[config.mk]
export PLATFORM = sky130hd
export DESIGN_NAME = gcd_req_sequencer
export DESIGN_NICKNAME = d
export VERILOG_FILES = /design/src/rtl/gcd_req_sequencer.sv
export SDC_FILE = /design/constraint.sdc
export NUM_CORES = 1
export LEC_CHECK = 0
export ABC_CLOCK_PERIOD_IN_PS = 4500
export CAP_MARGIN = 40
export CORE_MARGIN = 2
export CORE_UTILIZATION = 25
export CTS_BUF_LIST = sky130_fd_sc_hd__clkbuf_2 sky130_fd_sc_hd__clkbuf_4 sky130_fd_sc_hd__clkbuf_8
export DETAILED_ROUTE_END_ITERATION = 16
export GPL_TIMING_DRIVEN = 0
export PLACE_DENSITY = 0.51
export SLEW_MARGIN = 20
export SYNTH_ARGS = -nofsm -noshare
export SYNTH_HDL_FRONTEND = slang
export SYNTH_SLANG_ARGS = --single-unit
[constraint.sdc]
create_clock -name clk -period 4.5 [get_ports clk]
set_input_delay 0.9 -clock clk [delete_from_list [all_inputs] [get_ports clk]]
set_output_delay 0.9 -clock clk [all_outputs]
set_load 0.01 [all_outputs]
[src/rtl/gcd_req_sequencer.sv]
// Request sequencer for the GCD engine: buffers operand pairs, issues them one at a time,
// short-circuits zero operands and returns results. Optional wait timeout under GCD_TIMEOUT_EN.
module gcd_req_sequencer #(
  parameter int WIDTH   = 32,
  parameter int DEPTH   = 4,
  parameter int TIMEOUT = 1024
) (
  input  logic             clk,
  input  logic             reset_n,
  input  logic             in_valid,
  output logic             in_ready,
  input  logic [WIDTH-1:0] in_a,
  input  logic [WIDTH-1:0] in_b,
  output logic [WIDTH-1:0] gcd_a,
  output logic [WIDTH-1:0] gcd_b,
  output logic             gcd_start,
  input  logic [WIDTH-1:0] gcd_result,
  input  logic             gcd_done,
  output logic             out_valid,
  input  logic             out_ready,
  output logic [WIDTH-1:0] out_result,
  output logic             out_error
);

  localparam int PW = $clog2(DEPTH);
  localparam int CW = PW + 1;

  typedef enum logic [1:0] {IDLE, ISSUE, WAIT, HOLD} state_t;

  state_t state, next_state;

  logic [WIDTH-1:0] mem_a [DEPTH];
  logic [WIDTH-1:0] mem_b [DEPTH];
  logic [PW-1:0]    wr_ptr, rd_ptr;
  logic [CW-1:0]    count;
  logic             push, pop, fifo_empty;
  logic [WIDTH-1:0] head_a, head_b;
  logic             load_engine, load_bypass, capture_done, capture_timeout;
  logic             timeout_hit;

  // A full FIFO refuses pushes even when a pop frees a slot in the same cycle.
  assign in_ready   = (count != CW'(DEPTH));
  assign push       = in_valid && in_ready;
  assign fifo_empty = (count == '0);
  assign head_a     = mem_a[rd_ptr];
  assign head_b     = mem_b[rd_ptr];

  always_ff @(posedge clk) begin
    if (reset_n && push) begin
      mem_a[wr_ptr] <= in_a;
      mem_b[wr_ptr] <= in_b;
    end
  end

  always_ff @(posedge clk) begin
    if (!reset_n) begin
      wr_ptr <= '0;
      rd_ptr <= '0;
      count  <= '0;
    end else begin
      if (push) wr_ptr <= wr_ptr + PW'(1);
      if (pop)  rd_ptr <= rd_ptr + PW'(1);
      case ({push, pop})
        2'b10:   count <= count + CW'(1);
        2'b01:   count <= count - CW'(1);
        default: count <= count;
      endcase
    end
  end

  always_ff @(posedge clk) begin
    if (!reset_n) state <= IDLE;
    else          state <= next_state;
  end

  always_comb begin
    next_state      = state;
    pop             = 1'b0;
    load_engine     = 1'b0;
    load_bypass     = 1'b0;
    capture_done    = 1'b0;
    capture_timeout = 1'b0;
    case (state)
      IDLE: begin
        if (!fifo_empty) begin
          pop = 1'b1;
          // gcd(0,x) = x and gcd(0,0) = 0, so a zero operand never needs the engine.
          if (head_a == '0 || head_b == '0) begin
            load_bypass = 1'b1;
            next_state  = HOLD;
          end else begin
            load_engine = 1'b1;
            next_state  = ISSUE;
          end
        end
      end
      ISSUE: next_state = WAIT;
      WAIT: begin
        if (gcd_done) begin
          capture_done = 1'b1;
          next_state   = HOLD;
        end else if (timeout_hit) begin
          capture_timeout = 1'b1;
          next_state      = HOLD;
        end
      end
      HOLD: begin
        if (out_ready) next_state = IDLE;
      end
      default: next_state = IDLE;
    endcase
  end

  assign gcd_start = (state == ISSUE);
  assign out_valid = (state == HOLD);

  always_ff @(posedge clk) begin
    if (!reset_n) begin
      gcd_a      <= '0;
      gcd_b      <= '0;
      out_result <= '0;
    end else begin
      if (load_engine) begin
        gcd_a <= head_a;
        gcd_b <= head_b;
      end
      if (load_bypass)          out_result <= head_a | head_b;
      else if (capture_done)    out_result <= gcd_result;
      else if (capture_timeout) out_result <= '0;
    end
  end

`ifdef GCD_TIMEOUT_EN
  localparam int TW = $clog2(TIMEOUT + 1);

  logic [TW-1:0] wait_cnt;

  // Counter restarts while issuing so every request gets a full TIMEOUT window in WAIT.
  always_ff @(posedge clk) begin
    if (!reset_n)              wait_cnt <= '0;
    else if (state == ISSUE)   wait_cnt <= '0;
    else if (state == WAIT)    wait_cnt <= wait_cnt + TW'(1);
  end

  assign timeout_hit = (state == WAIT) && (wait_cnt == TW'(TIMEOUT - 1));

  always_ff @(posedge clk) begin
    if (!reset_n)                        out_error <= 1'b0;
    else if (capture_timeout)            out_error <= 1'b1;
    else if (capture_done || load_bypass) out_error <= 1'b0;
  end
`else
  assign timeout_hit = 1'b0;
  assign out_error   = 1'b0;
`endif

endmodule
---- Word level (Yosys, flattened, before mapping) ----
Memory sizes are Yosys's and may differ from the RTL's. A register that Yosys moved wholly into a read port is not among the register bits.
Cells that the tools add are included.
cells by class
  div/mod/pow operators ................... 0
  multiplexer cells ....................... 24
  $lt $le $gt $ge ......................... 0
  shift-type cells ........................ 0
  reductions and logical operators ........ 10
  bitwise logic cells ..................... 1
  eq/ne operators ......................... 9
  multiply operators ...................... 0
  add/subtract/negate cells ............... 4
operator list
  operator               count
  $logic_not A32 Y1      2
  $mux W32               2
  $or A32 B32 Y32        1
  $mux W2                8
  $mux W1                12
  $pmux W2 S4            1
  $eq A2 B2 Y1 const B   3
  $pmux W3 S2            1
  $add A2 B1 Y2 const B  2
  $eq A2 B1 Y1 const B   2
  $ne A2 B2 Y1 const B   2
  $reduce_bool A2 Y1     2
  $add A3 B1 Y3 const B  1
  $logic_not A3 Y1       1
  $ne A3 B3 Y1 const B   1
  $reduce_and A3 Y1      1
  $sub A3 B1 Y3 const B  1
  $logic_and A1 B1 Y1    2
  $logic_not A2 Y1       1
  $ne A2 B1 Y1 const B   1
  $logic_or A1 B1 Y1     1
storage, ports and cells
  memory bits (writable) .................. 256
  memories kept ........................... 2
  output and inout port bits .............. 100
  bits in latches ......................... 0
  logic and storage cells ................. 57
  flip-flop bits (word level) ............. 105
  bits in read-only memories .............. 0
  input bits .............................. 101
memories
  memory  depth  bits a word  read ports  clocked after Yosys merged registers in  wr ports  line  text
  mem_a   4      32           1           1                                        1         32    logic [WIDTH-1:0] mem_a [DEPTH];
  mem_b   4      32           1           1                                        1         33    logic [WIDTH-1:0] mem_b [DEPTH];

---- Logic depth before layout (Yosys ltp) ----
  depth after elaboration ................. 6
  depth in mapped cells ................... 11
  depth with buffers taken out ............ 10

---- Worst setup path before layout ----
Ideal clock, no wire load.
  path kind ............................... input to register
  start ................................... in reset_n
  end ..................................... mem mem_a[0][0] (enable)
  arrival time ............................ 3.249 ns
  setup time .............................. 0.429 ns
  required time ........................... 4.071 ns
  buffers on the path ..................... 3
  setup slack ............................. 0.821 ns
  stages on the path ...................... 4
  cells stage by stage .................... clkbuf_1 clkbuf_1 clkbuf_1 and3_1
on the way
  word-level cells in the longest chain between the ends .. 3
ends and longest elaborated chain
  item                           line  text
  start: declaration             9     input logic reset_n,
  $logic_and A1 B1 Y1            49    if (reset_n && push) begin
  $mux W1                        49
  $mux W1 (implied by the code)  50    mem_a[wr_ptr] <= in_a;
  end: declaration               32
No other way between the ends.

==> results.sh <==
export IMPL_status="finished, final reports clean"
export IMPL_num_fill_cells=5449
export IMPL_max_cap_viol_count=0
export IMPL_setup_slack_ns=0.300
export IMPL_io_pins=201
export IMPL_reg2regPathDepth=10
export IMPL_p_leak_uw=0.00622
export IMPL_drt_iter0_drc=860
export IMPL_htree_levels=3
export IMPL_timing_hold_ws_ns=0.459
export IMPL_start_util_pct=25.4
export IMPL_drt_pre_antenna_iters=5
export IMPL_cts_tree="done"
export IMPL_grt_setup_unrepaired="no"
export IMPL_path_cells="clkbuf_1 -> buf_1 -> mux4_1 -> nor4_1 -> nand4_1 -> o22a_1 -> buf_6 -> clkbuf_1 -> nor4_1 -> a311oi_1"
export IMPL_cts_num_sinks=363
export IMPL_min_period_over_period_pct=93.3
export IMPL_wire_per_inst_um=23.9
export IMPL_antenna_found_initial=7
export IMPL_cts_resized=0
export IMPL_yosysSeqAreaShare_pct=69.9
export IMPL_hold_path_class="flop to flop"
export IMPL_routed_wl_mm=46.9
export IMPL_yosysWarnings=0
export IMPL_ys_types=39
export IMPL_die_area_mm2=0.0582
export IMPL_max_slew_margin_pct=43.9
export IMPL_pre_cts_ws_ns=0.353
export IMPL_postCtsSetupBuffers=0
export IMPL_synth_area_per_cell_um2=15.8
export IMPL_cts_buffer_depth=3
export IMPL_postSynthCellCount=892
export IMPL_start_kind="flop"
export IMPL_crit_path_max_fanout=10
export IMPL_hold_viol=0
export IMPL_worst_pin_slew_ns=0.842
export IMPL_drc=0
export IMPL_grt_ovfl_total=0
export IMPL_layout_common_cells="256 x edfxtp_1, 197 x clkdlybuf4s50_1, 164 x nand2_1"
export IMPL_fmaxAchievable_mhz=238
export IMPL_grt_usage_pct=16.0
export IMPL_synth_edf_count=256
export IMPL_die_h_um=241
export IMPL_clkTransAtPathRegs_ns=0.06
export IMPL_syn2layout_area_growth_pct=31.4
export IMPL_min_period_ns=4.20
export IMPL_grt_pass1_wl_mm=65.6
export IMPL_syn_num_nets=1003
export IMPL_ctsRootBufferMaster="clkbuf_8"
export IMPL_crit_slowest_cell="nor4_1"
export IMPL_place_area_mm2=0.0171
export IMPL_setup_tns_ns=0
export IMPL_final_max_slew_violation_count=0
export IMPL_crit_required_ns=4.95
export IMPL_irDropWorstVdd_uv=200
export IMPL_portBuffers=197
export IMPL_ys_async_sr_fraction_pct=0
export IMPL_placedCellCount=1842
export IMPL_hold_buffers=0
export IMPL_dpl_hpwl_mm=34.1
export IMPL_final_cell_area_mm2=0.0185
export IMPL_finalNonFillerCells=1965
export IMPL_final_net_count=1273
export IMPL_grt_pass1_vias=9243
export IMPL_fp_dieW_um=241
export IMPL_worstSkewPairLatency_ns=0.62
export IMPL_syn_cell_area_mm2=0.0141
export IMPL_core_mm2=0.0554
export IMPL_power_density_mw_per_mm2=575
export IMPL_yosys_most_used_dff="edfxtp_1"
export IMPL_critPathMaxStageDelay_ns=0.66
export IMPL_via_count=9026
export IMPL_mostFrequentLayoutCell="edfxtp_1"
export IMPL_cts_buffers=66
export IMPL_drive_gt1_share_pct=17.4
export IMPL_grt_max_degree=36
export IMPL_setup_viol=0
export IMPL_gp_congestion=0.821
export IMPL_whs_path_depth=2
export IMPL_endpoint_kind="flop"
export IMPL_path_class="flop to flop"
export IMPL_via_per_inst=4.59
export IMPL_synth_ff_latch_count=363
export IMPL_arrival_ns=4.65
export IMPL_ant_nets=0
export IMPL_skew_ns=0.0326
export IMPL_std_cell_rows=86
[metal layers]
layer	part of all wire, %	global-route usage [%]	routed length [um]
met2	46	25.0	21600
met1	43	20.9	20100
met5	0.13	0	60
met4	2.4	5.42	1110
met3	8.5	5.31	4010
[synth_stat cells, drive strengths merged, types with 4 or more instances]
master	n	area [um2]
nand3	33	165
and3	4	25.0
dfxtp	107	2140
mux4	64	1450
edfxtp	256	7690
nand4	4	25.0
buf	30	233
nor4	48	300
a311oi	32	280
nand2	165	627
clkbuf	33	124
ha	9	113
inv	10	37.5
mux2i	64	641
nor2	9	33.8
[sequential cells by signal, summed over array words and instances, names as in the netlist, named ones only]
name,count
mem_a,128
mem_b,128
gcd_a,32
gcd_b,32
out_result,32
count,3
rd_ptr,2
state,2
wr_ptr,2
[power by group]
group	switching, uW	leakage (uW)	internal (uW)
clock network	1350	0.000730	1840
logic	1720	0.00229	1380
registers	276	0.00320	4060
total	3340	0.00622	7280
[area by class of cell]
class                   instances  area, um2  share of cell area [%]
well taps                     748        936                    5.06
flip-flops and latches        363       9830                    53.2
clock buffers                 104       1260                    6.83
inverters                      12       45.0                   0.244
plain buffers                  63        357                    1.93
multi-input cells             454       3860                    20.9
repair buffers                202       2090                    11.3
clock inverters                17        101                   0.548
diodes                          2       5.00                  0.0271
[worst paths after layout]
check / start / slack, ns / to
worst max-delay path: flop / 0.30 / out_result[16]
worst min-delay path: gcd_a[26] / 0.46 / gcd_a[26]
worst max register to register: flop / 0.30 / out_result[16]
worst min register to register: gcd_a[26] / 0.46 / gcd_a[26]
[cells by family (layout without fill, tap and decap cells)]
| family | Yosys count | in the layout | synth area share (%) |
|---|---|---|---|
| simple gates | 268 | 268 | 8.63 |
| buf+inv | 75 | 398 | 2.86 |
| flops | 363 | 363 | 69.9 |
| mux | 128 | 128 | 14.9 |
| other cells | 1 | 3 | 0.0267 |
| xor+xnor | 5 | 5 | 0.311 |
| fa+ha+maj | 10 | 10 | 0.943 |
| compound gates | 42 | 42 | 2.48 |
[metrics by stage]
step	power [uW]	util, %
final	10600	33.4
after detailed placement	7530	30.9
after global placement	7480	30.6
after CTS	10700	33.4
after global routing	11100	33.4
after floorplan	5940	-
[worst max-delay path: cells and delay by family, from the launching register on]
kind                   cells  cell delay, ns
muxes                      1            0.56
AOI/OAI and AO/OA          2            0.33
buffers and inverters      4            1.61
and+or+nand+nor            3            1.22
DFF                        1            0.30
Note: power is estimated with default switching activity, not from simulation.
